<file path="config.mk">
export PLATFORM = sky130hd
export DESIGN_NAME = load_store_unit_flat
export DESIGN_NICKNAME = d
export VERILOG_FILES = /design/src/rtl/load_store_unit_if.sv /design/src/rtl/load_store_unit.sv /design/src/flat_wrapper.sv
export SDC_FILE = /design/constraint.sdc
export NUM_CORES = 1
export LEC_CHECK = 0
export CORE_UTILIZATION = 49
export DETAILED_ROUTE_END_ITERATION = 16
export GPL_TIMING_DRIVEN = 1
export PLACE_DENSITY_LB_ADDON = 0.12
export SLEW_MARGIN = 5
export SYNTH_ARGS = -nofsm -noshare
export SYNTH_HDL_FRONTEND = slang
export SYNTH_SLANG_ARGS = --single-unit
</file>
<file path="constraint.sdc">
create_clock -name clk -period 3.2 [get_ports clk]
set_input_delay 0.8 -clock clk [delete_from_list [all_inputs] [get_ports clk]]
set_output_delay 0.8 -clock clk [all_outputs]
set_load 0.02 [all_outputs]
</file>
<file path="src/rtl/load_store_unit_if.sv">
// Core-side request/response and DataMemory-side signals of the load/store unit.
// The master modport is the environment (core plus memory); the slave modport is the unit.
interface load_store_unit_if #(
    parameter int ADDR_WIDTH = 32
);
    logic                  req_valid;
    logic                  req_ready;
    logic                  req_we;
    logic [1:0]            req_size;
    logic                  req_signed;
    logic [ADDR_WIDTH-1:0] req_addr;
    logic [31:0]           req_wdata;
    logic                  resp_valid;
    logic [31:0]           resp_rdata;
    logic                  resp_err;
    logic [ADDR_WIDTH-1:0] mem_addr;
    logic [31:0]           mem_wdata;
    logic                  mem_we;
    logic [31:0]           mem_rdata;

    modport master (
        output req_valid, req_we, req_size, req_signed, req_addr, req_wdata, mem_rdata,
        input  req_ready, resp_valid, resp_rdata, resp_err, mem_addr, mem_wdata, mem_we
    );

    modport slave (
        input  req_valid, req_we, req_size, req_signed, req_addr, req_wdata, mem_rdata,
        output req_ready, resp_valid, resp_rdata, resp_err, mem_addr, mem_wdata, mem_we
    );
endinterface

</file>
<file path="src/rtl/load_store_unit.sv">
// Multi-cycle load/store controller: byte/halfword/word requests mapped onto a
// 32-bit word memory, read-modify-write for sub-word stores, extended sub-word loads.
module load_store_unit #(
    parameter int ADDR_WIDTH = 32,
    parameter int READ_WAIT  = 0
) (
    input logic              clk,
    input logic              rst_n,
    load_store_unit_if.slave bus
);
    typedef enum logic [1:0] {
        IDLE  = 2'd0,
        READ  = 2'd1,
        WRITE = 2'd2,
        RESP  = 2'd3
    } state_t;

    localparam logic [7:0] WAIT_LAST = 8'(READ_WAIT);

    state_t                state_r;
    state_t                next_state_s;
    logic                  accept_s;
    logic                  misalign_s;
    logic                  read_done_s;
    logic [7:0]            wait_cnt_r;
    logic                  we_r;
    logic                  signed_r;
    logic [1:0]            size_r;
    logic [1:0]            off_r;
    logic [31:0]           wdata_r;
    logic                  req_ready_r;
    logic                  resp_valid_r;
    logic                  resp_err_r;
    logic [31:0]           resp_rdata_r;
    logic [ADDR_WIDTH-1:0] mem_addr_r;
    logic [31:0]           mem_wdata_r;
    logic                  mem_we_r;

    // Little-endian lane extraction with optional sign extension; words pass through.
    function automatic logic [31:0] extract(input logic [31:0] word, input logic [1:0] size,
                                            input logic [1:0] off, input logic sgn);
        logic [7:0]  b;
        logic [15:0] h;
        logic [31:0] r;
        b = word[{off, 3'b000} +: 8];
        h = word[{off[1], 4'b0000} +: 16];
        case (size)
            2'b00:   r = {{24{sgn & b[7]}}, b};
            2'b01:   r = {{16{sgn & h[15]}}, h};
            default: r = word;
        endcase
        return r;
    endfunction

    // Replace the addressed lane of the old word with the right-aligned store data.
    function automatic logic [31:0] merge(input logic [31:0] word, input logic [31:0] wdata,
                                          input logic [1:0] size, input logic [1:0] off);
        logic [31:0] r;
        r = word;
        case (size)
            2'b00:   r[{off, 3'b000} +: 8]     = wdata[7:0];
            2'b01:   r[{off[1], 4'b0000} +: 16] = wdata[15:0];
            default: r = wdata;
        endcase
        return r;
    endfunction

    assign accept_s    = (state_r == IDLE) && bus.req_valid;
    assign read_done_s = (wait_cnt_r == WAIT_LAST);

    // Alignment/size legality of the presented request.
    always_comb begin
        misalign_s = 1'b0;
        case (bus.req_size)
            2'b00:   misalign_s = 1'b0;
            2'b01:   misalign_s = bus.req_addr[0];
            2'b10:   misalign_s = (bus.req_addr[1:0] != 2'b00);
            default: misalign_s = 1'b1;
        endcase
    end

    // State register.
    always_ff @(posedge clk or negedge rst_n) begin
        if (!rst_n) begin
            state_r <= IDLE;
        end else begin
            state_r <= next_state_s;
        end
    end

    // Next-state decode; only the error path goes straight from IDLE to RESP.
    always_comb begin
        next_state_s = state_r;
        case (state_r)
            IDLE: begin
                if (!accept_s) begin
                    next_state_s = IDLE;
                end else if (misalign_s) begin
                    next_state_s = RESP;
                end else if (bus.req_we && (bus.req_size == 2'b10)) begin
                    next_state_s = WRITE;
                end else begin
                    next_state_s = READ;
                end
            end
            READ: begin
                if (!read_done_s) begin
                    next_state_s = READ;
                end else if (we_r) begin
                    next_state_s = WRITE;
                end else begin
                    next_state_s = RESP;
                end
            end
            WRITE:   next_state_s = RESP;
            RESP:    next_state_s = IDLE;
            default: next_state_s = IDLE;
        endcase
    end

    // Request capture at acceptance and the READ dwell counter.
    always_ff @(posedge clk or negedge rst_n) begin
        if (!rst_n) begin
            we_r       <= 1'b0;
            signed_r   <= 1'b0;
            size_r     <= 2'b00;
            off_r      <= 2'b00;
            wdata_r    <= 32'd0;
            wait_cnt_r <= 8'd0;
        end else begin
            if (accept_s) begin
                we_r     <= bus.req_we;
                signed_r <= bus.req_signed;
                size_r   <= bus.req_size;
                off_r    <= bus.req_addr[1:0];
                wdata_r  <= bus.req_wdata;
            end
            if ((state_r == READ) && !read_done_s) begin
                wait_cnt_r <= wait_cnt_r + 8'd1;
            end else begin
                wait_cnt_r <= 8'd0;
            end
        end
    end

    // Registered outputs, loaded from the upcoming state so they line up with it.
    always_ff @(posedge clk or negedge rst_n) begin
        if (!rst_n) begin
            req_ready_r  <= 1'b1;
            resp_valid_r <= 1'b0;
            resp_err_r   <= 1'b0;
            resp_rdata_r <= 32'd0;
            mem_addr_r   <= '0;
            mem_wdata_r  <= 32'd0;
            mem_we_r     <= 1'b0;
        end else begin
            req_ready_r  <= (next_state_s == IDLE);
            resp_valid_r <= (next_state_s == RESP);
            resp_err_r   <= (state_r == IDLE) && (next_state_s == RESP);
            mem_we_r     <= (next_state_s == WRITE);
            if (accept_s && !misalign_s) begin
                mem_addr_r <= {bus.req_addr[ADDR_WIDTH-1:2], 2'b00};
            end
            if ((state_r == IDLE) && (next_state_s == WRITE)) begin
                mem_wdata_r <= bus.req_wdata;
            end else if ((state_r == READ) && (next_state_s == WRITE)) begin
                mem_wdata_r <= merge(bus.mem_rdata, wdata_r, size_r, off_r);
            end
            if ((state_r == READ) && (next_state_s == RESP)) begin
                resp_rdata_r <= extract(bus.mem_rdata, size_r, off_r, signed_r);
            end else if (next_state_s == RESP) begin
                resp_rdata_r <= 32'd0;
            end
        end
    end

    assign bus.req_ready  = req_ready_r;
    assign bus.resp_valid = resp_valid_r;
    assign bus.resp_err   = resp_err_r;
    assign bus.resp_rdata = resp_rdata_r;
    assign bus.mem_addr   = mem_addr_r;
    assign bus.mem_wdata  = mem_wdata_r;
    assign bus.mem_we     = mem_we_r;
endmodule

</file>
<file path="src/flat_wrapper.sv">
// flat-port wrapper written by rule: the top's interface ports become plain ports
module load_store_unit_flat 
#(
    parameter int ADDR_WIDTH = 32,
    parameter int READ_WAIT  = 0
)
  (clk, rst_n, bus_req_valid, bus_req_we, bus_req_size, bus_req_signed, bus_req_addr, bus_req_wdata, bus_mem_rdata, bus_req_ready, bus_resp_valid, bus_resp_rdata, bus_resp_err, bus_mem_addr, bus_mem_wdata, bus_mem_we);
  load_store_unit_if #(.ADDR_WIDTH(ADDR_WIDTH)) bus_i ();
  input logic clk;
  input logic rst_n;
  input wire logic [$bits(bus_i.req_valid)-1:0] bus_req_valid;
  input wire logic [$bits(bus_i.req_we)-1:0] bus_req_we;
  input wire logic [$bits(bus_i.req_size)-1:0] bus_req_size;
  input wire logic [$bits(bus_i.req_signed)-1:0] bus_req_signed;
  input wire logic [$bits(bus_i.req_addr)-1:0] bus_req_addr;
  input wire logic [$bits(bus_i.req_wdata)-1:0] bus_req_wdata;
  input wire logic [$bits(bus_i.mem_rdata)-1:0] bus_mem_rdata;
  output wire logic [$bits(bus_i.req_ready)-1:0] bus_req_ready;
  output wire logic [$bits(bus_i.resp_valid)-1:0] bus_resp_valid;
  output wire logic [$bits(bus_i.resp_rdata)-1:0] bus_resp_rdata;
  output wire logic [$bits(bus_i.resp_err)-1:0] bus_resp_err;
  output wire logic [$bits(bus_i.mem_addr)-1:0] bus_mem_addr;
  output wire logic [$bits(bus_i.mem_wdata)-1:0] bus_mem_wdata;
  output wire logic [$bits(bus_i.mem_we)-1:0] bus_mem_we;
  assign bus_i.req_valid = bus_req_valid;
  assign bus_i.req_we = bus_req_we;
  assign bus_i.req_size = bus_req_size;
  assign bus_i.req_signed = bus_req_signed;
  assign bus_i.req_addr = bus_req_addr;
  assign bus_i.req_wdata = bus_req_wdata;
  assign bus_i.mem_rdata = bus_mem_rdata;
  assign bus_req_ready = bus_i.req_ready;
  assign bus_resp_valid = bus_i.resp_valid;
  assign bus_resp_rdata = bus_i.resp_rdata;
  assign bus_resp_err = bus_i.resp_err;
  assign bus_mem_addr = bus_i.mem_addr;
  assign bus_mem_wdata = bus_i.mem_wdata;
  assign bus_mem_we = bus_i.mem_we;
  load_store_unit #(.ADDR_WIDTH(ADDR_WIDTH), .READ_WAIT(READ_WAIT)) u_core (.clk(clk), .rst_n(rst_n), .bus(bus_i));
endmodule
</file>
==> metrics.md <==
| Metric | Value |
|---|---|
| Pin count of the biggest net entering global routing | 70 |
| Upper clock frequency limit | about 0.35 GHz |
| Global route overflow | 0 |
| Final hold violation count | 0 |
| Detailed Route WL | 22,100 microns |
| Largest family of logic cells by synthesized area | multiplexers |
| Total Nets Final | 962 |
| Sum of negative setup slack | 0 ps |
| Insertion delay of the later-clocked pin in the worst-skew pair | 430 ps |
| Synthesized-area fraction occupied by adder cells | 1.16% |
| Pre-CTS setup slack | -38.4 ps |
| Starting DRC count in detailed routing | 440 |
| Cells resized by post-CTS repair | 0 |
| Clock buffer count from CTS | 17 |
| Standard cell area after detailed placement | 9730 sq um |
| Number of antenna-violating nets in the routed design | 0 |
| Portion of total power attributed to combinational logic | roughly half |
| Vert. Die Dim | 126 microns |
| Antenna violations before repair | 0 |
| Reg clk slew, reported paths | 60 ps |
| Most common library cells after synthesis | 145 x sky130_fd_sc_hd__dfrtp_1, 74 x sky130_fd_sc_hd__mux2_2, 60 x sky130_fd_sc_hd__nor2_1 |
| EDFF count, synth | 0 |
| Multiplexer area fraction after synthesis | about a fifth |
| Most frequently used cell type in the post-synthesis netlist | sky130_fd_sc_hd__dfrtp_1 |
| Share of cells above drive strength 1 | between 20% and 30% |
| Worst slew pin tran | 659 ps |
| First-pass GRT wire length | ~35,000 microns |
| Sinks on Clock Net | 146 |
| Critical path required time | 3510 ps |
| Sw frac | approximately two fifths |
| Post-Route Skew | 9.23 ps |
| Starting utilization of the core area | 51.1% |
| Post-synthesis sequential area ratio | 48.5% |
| Post-synthesis cell type with the largest combined area | sky130_fd_sc_hd__dfrtp_1 |
| Share of Yosys cell area claimed by the top area cell type | 48.1% |
| Reg area | approximately 3700 sq um |
| Synth Register Bits | 146 |
| Internal power | 6850 uW |
| Avg Inst Size Synth | 11.5 sq um |
| Wire length per cell | about 21 microns |
| Fillcell total | 1,084 |
| Post-CTS setup buffer count | 0 |
| Sw power | 4230 uW |
| Status | complete, no violations |
| DRC violations left | 0 |
| Startpoint type of the worst setup path | input port |
| Leakage | ~0.0043 uW |
| Relative slew slack | 56.0% |
| Complex-gate fraction of the synthesized area | 13.2% |
| Ratio of total power to cell area | around 1100 nW/um^2 |
| Period utilisation layout | 89.3% |
| Peak supply drop | 0.580 mV |
| Worst setup path class | in2reg |
| Max Cap Viol | 0 |
| Distinct cells, synth | 56 |
| Clock buffer depth | 2 |
| Antenna cells | 0 |
| Async set-or-reset flop fraction in the synthesized netlist | 100% |
| Overall global routing resource usage | 28.8% |
| Post-route worst setup slack | roughly 340 ps |
| Number of hold-repair buffers added at the cts stage | 0 |
| Worst EP arrival | 3170 ps |
| Portion of total power attributed to the clock network | 18.4% |
| Clock tree from TritonCTS | built |
| Buffer type at the clock tree root | sky130_fd_sc_hd__clkbuf_16 |
| Simple-gate share of the synthesized area | roughly an eighth |
| Predominant post-synthesis flop cell | sky130_fd_sc_hd__dfrtp_1 |
| Worst reg2reg startpoint | u_core.wait_cnt_r[0]$_DFF_PN0_ |
| Share of the synthesized netlist area taken by xor and xnor gates | 0.697% |
| Largest cells by area after synthesis | sky130_fd_sc_hd__dfrtp_1 48%, sky130_fd_sc_hd__mux2_2 11%, sky130_fd_sc_hd__mux2_4 5.8%, sky130_fd_sc_hd__nor2_1 3.0%, sky130_fd_sc_hd__a22o_1 2.9% |
| Critical path endpoint category | flop |
| Area of all placed cells without fillers | 10,300 sq um |
| Total number of yosys warnings | 0 |
| Port Buffers | 200 |
| Area of combinational cells with multiple inputs | 3600 sq um |
| Worst-path fanout max | 33 |
| Vias in the first global route | 6,385 |
| Syn-to-layout area delta | 37.0% |
| Via-per-instance ratio | 5.91 |
| Level count of the clock H-tree | 4 |
| Number of instances in the synthesized netlist | 657 |
| Critical Path Start | bus_req_we |
| RePlAce Congestion | between 0.8 and 0.9 |
| Total Die Area | 15,900 sq um |
| Floorplan Core Area | 14,800 sq um |
| Flop pwr share | 30.0% |
| Unrepaired setup endpoints after global routing | no |
| Number of search-and-repair iterations in the first detailed-routing pass | 5 |
| Count of endpoints failing setup in the final report | 0 |
| Standard-cell row count | 44 |
| Die boundary width | 126 microns |
| Syn Std Cell Area | about 7500 sq um |
| Total number of vias | between 6,000 and 7,000 |
| Final max-slew violation count | 0 |
| Crit path time final | 2860 ps |
| Number of I/O pins | 203 |
| DPL Wire Length | 16,000 microns |
| Worst min-delay path category | in2async |
## registers in the layout, summed over array words and instances (netlist names), 2 cells and up
signal                 count
u_core.state_r             2
u_core.size_r              2
u_core.bus.resp_rdata     32
u_core.bus.mem_addr       30
u_core.bus.mem_wdata      32
u_core.off_r               2
u_core.wait_cnt_r          8
u_core.wdata_r            32
## cells in the final DEF, fill, tap and decap left out, types with 4 or more instances in the layout
cell and instances:
sky130_fd_sc_hd__a21oi_1 23, sky130_fd_sc_hd__a221oi_1 15, sky130_fd_sc_hd__a22o_1 25, sky130_fd_sc_hd__a22oi_1 16, sky130_fd_sc_hd__a31oi_1 11, sky130_fd_sc_hd__a41oi_1 6
sky130_fd_sc_hd__and3_1 4, sky130_fd_sc_hd__buf_4 20, sky130_fd_sc_hd__clkbuf_16 17, sky130_fd_sc_hd__clkdlybuf4s50_1 199, sky130_fd_sc_hd__dfrtp_1 144, sky130_fd_sc_hd__ha_1 7
sky130_fd_sc_hd__inv_1 7, sky130_fd_sc_hd__mux2_2 74, sky130_fd_sc_hd__mux2_4 29, sky130_fd_sc_hd__mux4_2 8, sky130_fd_sc_hd__nand2_1 55, sky130_fd_sc_hd__nand2b_1 28
sky130_fd_sc_hd__nand3_1 12, sky130_fd_sc_hd__nor2_1 60, sky130_fd_sc_hd__nor2b_1 8, sky130_fd_sc_hd__nor3b_1 10, sky130_fd_sc_hd__nor4b_1 4, sky130_fd_sc_hd__o21ai_0 5
sky130_fd_sc_hd__o22ai_1 10, sky130_fd_sc_hd__o2bb2ai_1 8, sky130_fd_sc_hd__xnor2_1 4
## path summary, 6_finish.rpt
| check | slack, ps | end | depth (start not counted) |
|---|---|---|---|
| max in group asynchronous | 2140 | u_core.bus.mem_addr[31]$_DFFE_PN0P_ | 2 |
| max | 340 | u_core.bus.mem_wdata[4]$_DFFE_PN0P_ | 7 |
| min reg2reg | 480 | u_core.wait_cnt_r[0]$_DFF_PN0_ | 1 |
| max reg2reg | 660 | u_core.bus.mem_wdata[4]$_DFFE_PN0P_ | 8 |
| min in group clk | 480 | u_core.wait_cnt_r[0]$_DFF_PN0_ | 1 |
| min | 400 | u_core.bus.resp_rdata[29]$_DFFE_PN0P_ | 1 |
## logic make-up after synthesis
| logic type | Yosys count |
|---|---|
| simple gates | 194 |
| compound gates | 135 |
| other cells | 1 |
| mux | 113 |
| fa+ha+maj | 7 |
| xor+xnor | 6 |
| buf+inv | 55 |
| flops | 146 |
## metrics by stage
stage | total power (uW) | std cells | util, % | hold slack (ps)
after floorplan | 7000 | 658 | - | 444
after global placement | 8870 | 1017 | 65.9 | 456
after detailed placement | 9040 | 1017 | 65.9 | 475
after CTS | 11100 | 1049 | 70.0 | 416
after global routing | 11700 | 1049 | 70.0 | 430
final | 11100 | 1049 | 70.0 | 396
## power by group through the flow
stage	registers, uW	logic (uW)	clock network [uW]
finish	3320	5710	2040
global route	3430	6100	2150
CTS	3320	5720	2070
detailed placement	3330	5700	0
global placement	3290	5570	0
floorplan	3760	3240	0
## critical path: stages
cell and delay, ps:
sky130_fd_sc_hd__clkdlybuf4s50_1 500, sky130_fd_sc_hd__nor4b_1 410, sky130_fd_sc_hd__a21boi_0 150, sky130_fd_sc_hd__or4_1 490
sky130_fd_sc_hd__nor2b_4 160, sky130_fd_sc_hd__buf_12 250, sky130_fd_sc_hd__mux2_2 370
## metal layers
layer,vias up,GRT usage [%],wire length [microns]
met2,341,47.1,10500
met1,3022,35.9,8740
li1,2778,-,-
met5,-,0,0
met4,0,11.8,782
met3,58,8.41,2070
## layout make-up
| class | instances | area share, % |
|---|---|---|
| Clock buffer | 21 | 4.36 |
| Inverter | 7 | 0.254 |
| Timing Repair Buffer | 223 | 21.4 |
| Clock inverter | 11 | 1.48 |
| Multi-Input combinational cell | 457 | 34.9 |
| Sequential cell | 146 | 35.4 |
| Tap cell | 184 | 2.23 |
No activity file was read; power rests on OpenSTA's default activity.
